--- config.mk ---
export PLATFORM = sky130hd
export DESIGN_NAME = fetch_stage
export DESIGN_NICKNAME = d
export VERILOG_FILES = /design/src/rtl/fetch_pkg.sv /design/src/rtl/fetch_stage_if_ex_reg.sv /design/src/rtl/fetch_stage.sv
export SDC_FILE = /design/constraint.sdc
export NUM_CORES = 1
export LEC_CHECK = 0
export ABC_AREA = 0
export BUFFER_PORTS_ARGS = -buffer_cell sky130_fd_sc_hd__buf_2
export CAP_MARGIN = 20
export CORE_MARGIN = 4
export CORE_UTILIZATION = 30
export DETAILED_ROUTE_END_ITERATION = 8
export SYNTH_ARGS = -nofsm -noshare
export SYNTH_HDL_FRONTEND = slang
export SYNTH_HIERARCHICAL = 1
export SYNTH_SLANG_ARGS = --single-unit
--- constraint.sdc ---
create_clock -name clk -period 3.45 [get_ports clk]
set_clock_uncertainty 0.05 [all_clocks]
set_input_delay 0.5175 -clock clk [delete_from_list [all_inputs] [get_ports clk]]
set_output_delay 0.5175 -clock clk [all_outputs]
set_load 0.005 [all_outputs]
--- src/rtl/fetch_pkg.sv ---
// ----------------------------------------------------------------------------
// fetch_pkg
//   Shared definitions for the instruction-fetch stage and the pipeline
//   registers built from if_ex_reg.
//
//   Contents:
//     BUS_WIDTH         width of the address / instruction bus
//     NOP_INSTR         bubble instruction (addi x0,x0,0)
//     RESET_PC_DEFAULT  default program counter after reset
//     fetch_state_t     fetch controller states
//     if_ex_t           one IF/EX pipeline register entry
//     in_range()        legal-fetch-address test
// ----------------------------------------------------------------------------
package fetch_pkg;

    localparam int unsigned BUS_WIDTH = 32;

    localparam logic [BUS_WIDTH-1:0] NOP_INSTR        = 32'h0000_0013;
    localparam logic [BUS_WIDTH-1:0] RESET_PC_DEFAULT = 32'h0000_0000;

    typedef enum logic [1:0] {
        BOOT  = 2'd0,
        RUN   = 2'd1,
        FAULT = 2'd2
    } fetch_state_t;

    typedef struct packed {
        logic [BUS_WIDTH-1:0] pc;
        logic [BUS_WIDTH-1:0] inst;
        logic                 valid;
    } if_ex_t;

    // A fetch address is legal when it is word aligned and the whole word
    // lies inside the memory. Unsigned compare, so huge addresses fail too.
    function automatic logic in_range(input logic [BUS_WIDTH-1:0] addr,
                                      input logic [BUS_WIDTH-1:0] imem_bytes);
        return (addr[1:0] == 2'b00) && (addr <= (imem_bytes - BUS_WIDTH'(4)));
    endfunction

endpackage : fetch_pkg

--- src/rtl/fetch_stage_if_ex_reg.sv ---
// ----------------------------------------------------------------------------
// if_ex_reg
//   Pipeline register holding {pc, inst, valid}. Used for IF/EX and reused
//   for EX/WB.
//
//   Ports:
//     clk      in   rising-edge clock
//     rst_n    in   asynchronous active-low reset (loads a bubble)
//     hold_i   in   keep current contents (stall)
//     flush_i  in   load a bubble on the next edge; wins over hold_i
//     pc_i     in   incoming PC
//     inst_i   in   incoming instruction
//     valid_i  in   incoming valid flag
//     pc_o     out  registered PC
//     inst_o   out  registered instruction
//     valid_o  out  registered valid flag
// ----------------------------------------------------------------------------
module if_ex_reg
    import fetch_pkg::*;
(
    input  logic                 clk,
    input  logic                 rst_n,
    input  logic                 hold_i,
    input  logic                 flush_i,
    input  logic [BUS_WIDTH-1:0] pc_i,
    input  logic [BUS_WIDTH-1:0] inst_i,
    input  logic                 valid_i,
    output logic [BUS_WIDTH-1:0] pc_o,
    output logic [BUS_WIDTH-1:0] inst_o,
    output logic                 valid_o
);

    localparam if_ex_t BUBBLE = '{pc: '0, inst: NOP_INSTR, valid: 1'b0};

    if_ex_t entry_q;
    if_ex_t entry_d;

    // NOTE: every signal written in always_comb gets a default first, so no
    // path can leave it unassigned and infer a latch.
    always_comb begin
        entry_d = '{pc: pc_i, inst: inst_i, valid: valid_i};
        if (flush_i) begin
            entry_d = BUBBLE;
        end else if (hold_i) begin
            entry_d = entry_q;
        end
    end

    // NOTE: sequential state is written with non-blocking assignments so all
    // flops sample their inputs from the same pre-edge values.
    always_ff @(posedge clk or negedge rst_n) begin
        if (!rst_n) begin
            entry_q <= BUBBLE;
        end else begin
            entry_q <= entry_d;
        end
    end

    assign pc_o    = entry_q.pc;
    assign inst_o  = entry_q.inst;
    assign valid_o = entry_q.valid;

endmodule : if_ex_reg

--- src/rtl/fetch_stage.sv ---
// ----------------------------------------------------------------------------
// fetch_stage
//   Instruction-fetch stage of the 3-stage pipeline. Owns the program
//   counter, presents it to the combinational instruction memory and
//   registers {pc, instr, valid} into the IF/EX register. Handles stalls,
//   redirects (branch/jump/trap/mret), the boot bubble and containment of
//   misaligned or out-of-range fetches.
//
//   Parameters:
//     RESET_PC    PC loaded at reset
//     IMEM_BYTES  instruction memory size in bytes
//
//   Ports:
//     clk               in   rising-edge clock
//     rst_n             in   asynchronous active-low reset
//     stall_i           in   hold PC and IF/EX
//     redirect_valid_i  in   redirect request; also flushes IF/EX
//     redirect_pc_i     in   redirect target byte address
//     imem_addr_o       out  byte address to instruction memory (= pc_q)
//     imem_inst_i       in   instruction word returned combinationally
//     if_pc_o           out  PC of the instruction in IF/EX
//     if_inst_o         out  instruction in IF/EX
//     if_valid_o        out  IF/EX holds a real instruction
//     fetch_fault_o     out  sticky fetch fault
// ----------------------------------------------------------------------------
module fetch_stage
    import fetch_pkg::*;
#(
    parameter logic [BUS_WIDTH-1:0] RESET_PC   = RESET_PC_DEFAULT,
    parameter int unsigned          IMEM_BYTES = 1024
) (
    input  logic                 clk,
    input  logic                 rst_n,
    input  logic                 stall_i,
    input  logic                 redirect_valid_i,
    input  logic [BUS_WIDTH-1:0] redirect_pc_i,
    output logic [BUS_WIDTH-1:0] imem_addr_o,
    input  logic [BUS_WIDTH-1:0] imem_inst_i,
    output logic [BUS_WIDTH-1:0] if_pc_o,
    output logic [BUS_WIDTH-1:0] if_inst_o,
    output logic                 if_valid_o,
    output logic                 fetch_fault_o
);

    localparam logic [BUS_WIDTH-1:0] MEM_BYTES = BUS_WIDTH'(IMEM_BYTES);

    fetch_state_t         state_q, state_d;
    logic [BUS_WIDTH-1:0] pc_q, pc_d;
    logic                 fault_q, fault_d;

    logic                 ifex_hold;
    logic                 ifex_flush;
    logic                 ifex_valid_in;
    logic [BUS_WIDTH-1:0] pc_plus4;
    logic                 redirect_ok;
    logic                 next_ok;

    assign pc_plus4    = pc_q + BUS_WIDTH'(4);
    assign redirect_ok = in_range(redirect_pc_i, MEM_BYTES);
    assign next_ok     = in_range(pc_plus4, MEM_BYTES);

    // ------------------------------------------------------------------
    // Next-state logic. IF/EX is steered via hold/flush; its data inputs
    // are always the current fetch {pc_q, imem_inst_i, 1}.
    // ------------------------------------------------------------------
    always_comb begin
        state_d       = state_q;
        pc_d          = pc_q;
        fault_d       = fault_q;
        ifex_hold     = 1'b0;
        ifex_flush    = 1'b0;
        ifex_valid_in = 1'b1;

        unique case (state_q)
            // First edge after reset: memory output is not yet trusted for
            // the reset PC, so insert a bubble and ignore any redirect.
            BOOT: begin
                ifex_flush = 1'b1;
                state_d    = RUN;
            end

            RUN: begin
                if (redirect_valid_i) begin
                    // Redirect beats stall: the wrong-path fetch must die.
                    ifex_flush = 1'b1;
                    if (redirect_ok) begin
                        pc_d = redirect_pc_i;
                    end else begin
                        state_d = FAULT;
                        fault_d = 1'b1;
                    end
                end else if (stall_i) begin
                    ifex_hold = 1'b1;
                end else begin
                    // The current word is delivered even if the following
                    // address is illegal; only the PC advance is blocked.
                    if (next_ok) begin
                        pc_d = pc_plus4;
                    end else begin
                        state_d = FAULT;
                        fault_d = 1'b1;
                    end
                end
            end

            FAULT: begin
                // Nothing is fetched until a legal redirect (trap vector)
                // arrives; stall has no effect here.
                ifex_flush = 1'b1;
                if (redirect_valid_i && redirect_ok) begin
                    pc_d    = redirect_pc_i;
                    fault_d = 1'b0;
                    state_d = RUN;
                end
            end

            default: begin
                ifex_flush = 1'b1;
                state_d    = BOOT;
            end
        endcase
    end

    always_ff @(posedge clk or negedge rst_n) begin
        if (!rst_n) begin
            state_q <= BOOT;
            pc_q    <= RESET_PC;
            fault_q <= 1'b0;
        end else begin
            state_q <= state_d;
            pc_q    <= pc_d;
            fault_q <= fault_d;
        end
    end

    if_ex_reg u_if_ex_reg (
        .clk     (clk),
        .rst_n   (rst_n),
        .hold_i  (ifex_hold),
        .flush_i (ifex_flush),
        .pc_i    (pc_q),
        .inst_i  (imem_inst_i),
        .valid_i (ifex_valid_in),
        .pc_o    (if_pc_o),
        .inst_o  (if_inst_o),
        .valid_o (if_valid_o)
    );

    assign imem_addr_o   = pc_q;
    assign fetch_fault_o = fault_q;

endmodule : fetch_stage

# Word level (Yosys, flattened, before mapping)

Cells that the tools add are included.

Equal/unequal tests: 9
Muxes and demuxes: 25
Order comparisons: 2
Add/sub/neg operators: 1
Reductions and logical operators: 10

Operators with widths:

| cell                                                                                | count |
|---|---|
| 32-bit 2-to-1 mux                                                                   | 5 |
| 65-bit 2-to-1 mux                                                                   | 2 |
| 32-bit by 10-bit less-or-equal comparator with 1-bit output (second input constant) | 2 |
| 32-bit one-hot mux with 2 select lines                                              | 1 |
| 32-bit by 3-bit adder with 32-bit output (second input constant)                    | 1 |
| 3-bit inequality test (second input constant)                                       | 5 |
| 1-bit 2-to-1 mux                                                                    | 10 |
| 2-bit 2-to-1 mux                                                                    | 5 |
| 5-bit AND reduction                                                                 | 2 |
| 2-bit zero test                                                                     | 3 |
| 2-bit one-hot mux with 3 select lines                                               | 1 |
| 4-bit AND reduction                                                                 | 1 |
| 1-bit logical AND                                                                   | 3 |
| 2-bit by 1-bit == test with 1-bit output (second input constant)                    | 1 |
| 2-bit == test (second input constant)                                               | 1 |
| 2-bit by 1-bit inequality test with 1-bit output (second input constant)            | 1 |
| 2-bit inequality test (second input constant)                                       | 1 |
| 1-bit one-hot mux with 2 select lines                                               | 1 |
| 2-bit nonzero test                                                                  | 1 |

Word-level logic and storage cells: 53
Register bits: 100
Input bits: 68

# Longest topological paths before layout

Depth in word-level cells: 7
Depth in mapped cells: 11
Depth with buffers taken out: 9

# By module

Netlist, hierarchy kept.

By module, submodules not included:

| module      | cells an instance | instances | area each (um2) | sequential area each (um2) |
|---|---|---|---|---|
| fetch_stage | 351               | 1         | 2806.4          | 875.8 |
| if_ex_reg   | 209               | 1         | 2681.3          | 1630.3 |

# Worst setup path before layout

Ideal clock, no wire load.

Path type: reg-to-reg
Start point: register pc_q[3] (netlist: imem_addr_o[3])
End point: register pc_q[0] (netlist: imem_addr_o[0])
Path slack: 0.604 ns
Required time: 3.273 ns
Stages on the path, launching flop included: 10
Setup time: 0.127 ns
Arrival: 2.668 ns
Path buffers: 0
Cell sequence: dfrtp_1 > ha_1 > nand3_2 > nor4_4 > nand3_1 > nor4b_1 > o22ai_1 > o311ai_4 > and3_1 > mux2_1

Word-level cells in the longest chain between the ends: 5

RTL lines:

| what                                                        | RTL line           | text |
|---|---|---|
| from (decl)                                                 | fetch_stage.sv:48  | `logic [BUS_WIDTH-1:0] pc_q, pc_d;` |
| from (signal assigned)                                      | fetch_stage.sv:131 | `pc_q <= pc_d;` |
| 32-bit by 3-bit adder with 32-bit output                    | fetch_stage.sv:58  | `assign pc_plus4 = pc_q + BUS_WIDTH'(4);` |
| 32-bit by 10-bit less-or-equal comparator with 1-bit output | fetch_pkg.sv:37    | `return (addr[1:0] == 2'b00) && (addr <= (imem_bytes - BUS_WIDTH'(4)));` |
| 1-bit logical AND                                           | fetch_pkg.sv:37    |  |
| 3-bit inequality test (no source line)                      | -                  |  |
| 5-bit AND reduction (no source line)                        | -                  |  |

No other way between the ends.
A chain may end at the register's enable or synchronous reset.

# Worst setup path after layout

Start point: register pc_q[5] (netlist: imem_addr_o[5])
End point: register pc_q[18] (netlist: imem_addr_o[18])

Word-level cells in the longest chain between the ends: 5
Elaborated cells on any way between the ends: 9
Classes of those cells: add/sub: 1; order compare: 1; eq/ne: 1; mux: 4; reduce/logical: 2

RTL lines:

| what                                                                                                    | RTL line |
|---|---|
| 32-bit by 3-bit adder with 32-bit output *                                                              | fetch_stage.sv:58 |
| 32-bit by 10-bit less-or-equal comparator with 1-bit output / 32-bit 2-to-1 mux (equally long branches) | fetch_pkg.sv:37, fetch_stage.sv:97 |
| 1-bit logical AND / 32-bit 2-to-1 mux (equally long branches)                                           | fetch_pkg.sv:37, fetch_stage.sv:92 |
| 3-bit inequality test (no source line) / 32-bit 2-to-1 mux (equally long branches)                      | - |
| 5-bit AND reduction (no source line) / 32-bit one-hot mux with 2 select lines (equally long branches)   | - |

Every way passes the cells marked *; elsewhere a longest branch is shown, timed or not. The select of a mux whose other input is x is not followed.

==> flow_metrics.env <==
export IMPL_status="finished clean"
export IMPL_instances_no_fill=964
export IMPL_synth_cell_type_count=63
export IMPL_setup_ws_ns=0.307
export IMPL_die_h_um=143
export IMPL_port_buffers=165
export IMPL_endpoint_kind="register"
export IMPL_maxCapViolCount=0
export IMPL_synth_adder_area_share_pct=1.14
export IMPL_syn2layout_area_growth_pct=25.8
export IMPL_dr_pass1_iters=6
export IMPL_setup_tns_final_ns=0
export IMPL_layout_drive_gt1_share_pct=31.9
export IMPL_cts_buffers=9
export IMPL_finalSetupViolCount=0
export IMPL_cts_tree="built"
export IMPL_cp_max_fo=23
export IMPL_grt_remaining_overflow=0
export IMPL_num_rows=49
export IMPL_die_x_um=143
export IMPL_vias_per_cell=5.21
export IMPL_ir_worst_vdd_uv=313
export IMPL_required_ns=3.65
export IMPL_slew_violations=0
export IMPL_p_comb_share_pct=46.4
export IMPL_ys_warn_count=6
export IMPL_fin_nets=802
export IMPL_relSlewSlack_pct=46.3
export IMPL_cts_sink_count=100
export IMPL_rsz0062_at_grt="no"
export IMPL_multiInputGateArea_um2=2700
export IMPL_avgSynthCellArea_um2=9.80
export IMPL_regArea_um2=2510
export IMPL_place_hpwl_um=12000
export IMPL_route_vias_total=5023
export IMPL_cts_hold_buffers=0
export IMPL_swShare_pct=43.3
export IMPL_worstMarginPinSlew_ns=0.805
export IMPL_antenna_found_initial=1
export IMPL_wirelength_um=17000
export IMPL_synth_xor_xnor_area_share_pct=0.798
export IMPL_drc=0
export IMPL_p_leak_nw=3.19
export IMPL_core_um2=18000
export IMPL_fmax_ghz=0.318
export IMPL_cts_resized=0
export IMPL_start_kind="register"
export IMPL_first_iter_violations=346
export IMPL_antenna_left=0
export IMPL_finalPower_mw=5.44
export IMPL_yosys_area_share_simple_pct=20.6
export IMPL_timing_final_crit_share_pct=91.1
export IMPL_grt_pass1_wl_um=26500
export IMPL_synth_seq_cells=100
export IMPL_clockBufferDepth=2
export IMPL_start_util_pct=30.5
export IMPL_muxShareOfSynthArea_pct=12.5
export IMPL_syn_area_um2=5490
export IMPL_fin_crit_ns=3.14
export IMPL_synth_compound_area_share_pct=13.9
export IMPL_yosysSeqAreaShare_pct=45.7
export IMPL_synth_cells=560
export IMPL_power_switching_mw=2.36
export IMPL_ys_async_sr_fraction_pct=100
export IMPL_first_global_vias=4821
export IMPL_grt_max_degree=66
export IMPL_yosys_area_top_type="dfrtp_1"
export IMPL_seq_power_share_pct=35.0
export IMPL_cp_data_arrival_time_ns=3.34
export IMPL_hold_class="primary input to async pin"
export IMPL_ys_top_cells_by_count="dfrtp_1, nor2_1, mux2i_1, nand2_1, a21oi_1"
export IMPL_place_congestion=0.849
export IMPL_track_usage_pct=16.4
export IMPL_synth_edf_count=0
export IMPL_pwr_share_clk_pct=18.5
export IMPL_pre_cts_ws_ns=0.155
export IMPL_post_cts_buffers=0
export IMPL_hold_viol_final=0
export IMPL_crit_type="register to register"
export IMPL_synth_top_family_by_area="simple AND/OR/NAND/NOR gates"
export IMPL_postSynthNetCount=633
export IMPL_synth_top_cells_by_area="dfrtp_1, mux2i_1, nor2_1"
export IMPL_p_per_area_nw_per_um2=788
export IMPL_ios=166
export IMPL_post_drt_wl_per_cell_um=17.6
export IMPL_nFillCells=1833
export IMPL_yosysMostFrequentCell="dfrtp_1"
export IMPL_h_tree_depth=3
export IMPL_cts_root_buf="clkbuf_16"
export IMPL_clkTransAtPathRegs_ns=0.08
export IMPL_placed_cells=947
export IMPL_p_int_mw=3.08
export IMPL_die_area_um2=20500
export IMPL_synth_main_ff_cell="dfrtp_1"
export IMPL_synth_top_area_share_pct=44.2
export IMPL_clk_latency_ns=0.36
sequential cells by signal, summed over array words and instances, names as in the netlist:
| name | flops |
|---|---|
| u_if_ex_reg/valid_o | 1 |
| state_q | 2 |
| u_if_ex_reg/inst_o | 32 |
| u_if_ex_reg/pc_o | 32 |
| fetch_fault_o | 1 |
| imem_addr_o | 32 |
cells in the final DEF, fill, tap and decap left out, types with 5 or more instances in the layout:
cell | synthesis | routed
clkbuf_16 | 0 | 9
buf_4 | 3 | 32
mux2i_1 | 65 | 65
nor4_1 | 8 | 8
and3_1 | 7 | 7
nand2_1 | 37 | 37
nor2_1 | 78 | 75
nand4_1 | 18 | 18
inv_1 | 7 | 7
ha_1 | 5 | 5
buf_2 | 14 | 164
dfrtp_1 | 97 | 97
nand3_1 | 22 | 22
and2_1 | 5 | 5
a31oi_1 | 14 | 14
o21ai_0 | 24 | 24
o2bb2ai_1 | 12 | 12
a21oi_1 | 31 | 31
nor3_1 | 12 | 12
o31ai_1 | 5 | 5
critical path, stage by stage (launching register included):
cell	delay [ns]
dfrtp_1	0.55
nand4_2	0.30
nor4_4	0.47
nand3_1	0.20
nor4b_1	0.34
o22ai_1	0.18
o311ai_4	0.36
buf_6	0.28
o211ai_1	0.13
o2bb2ai_1	0.16
power groups by stage:
stage	registers, mW	clock network [mW]	logic [mW]
after CTS	1.91	1.05	2.53
final	1.91	1.01	2.52
after global placement	1.92	0	2.50
after global routing	1.97	1.10	2.81
after floorplan	1.91	0	1.52
after detailed placement	1.93	0	2.53
logic make-up (layout without fill, tap and decap cells):
kind of cell               count (synthesis)  after routing
AOI/OAI and AO/OA                        115            115
muxes                                     68             68
adders and majority gates                  5              5
other                                      1              2
DFF                                      100            100
xor gates and xnor gates                   5              5
buffers and inverters                     47            221
and+or+nand+nor                          219            219
area by class of cell:
type / count / share of cell area, %
antenna: 1 / 0.0363
clock buffer: 9 / 3.26
clock inverter: 7 / 0.888
inverter: 7 / 0.381
multi-input combinational: 413 / 39.2
sequential: 100 / 36.3
tap: 229 / 4.15
timing repair buffer: 198 / 15.8
worst paths after layout:
kind	from	to	slack, ns	depth (start not counted)
worst max register to register	imem_addr_o[5]$_DFFE_PN0P_	imem_addr_o[18]$_DFFE_PN0P_	0.31	9
max in group asynchronous	rst_n	u_if_ex_reg/inst_o[3]$_DFFE_PN0P_	2.48	2
worst min-delay path	rst_n	u_if_ex_reg/pc_o[15]$_DFFE_PN0P_	0.14	1
worst min register to register	u_if_ex_reg/inst_o[20]$_DFFE_PN0P_	u_if_ex_reg/inst_o[20]$_DFFE_PN0P_	0.46	2
worst max-delay path	imem_addr_o[5]$_DFFE_PN0P_	imem_addr_o[18]$_DFFE_PN0P_	0.31	9
min in group clk	imem_inst_i[20]	u_if_ex_reg/inst_o[20]$_DFFE_PN0P_	0.34	3
routing by layer:
metal	global-route usage, %	vias up	routed length [µm]
li1	-	2384	-
met1	22.7	2416	7770
met2	25.7	204	7750
met3	3.65	19	1180
met4	4.91	0	291
met5	0	-	0
metrics by stage:
stage          hold WS, ns  cell area, µm²  utilization, %
2_1_floorplan        0.172            5490               -
3_3_place_gp         0.448            6610            36.8
3_5_place_dp         0.456            6610            36.8
4_1_cts              0.166            6900            38.4
5_1_grt              0.188            6900            38.4
6_report             0.137            6900            38.4
Note: power is estimated with default switching activity, not from simulation.
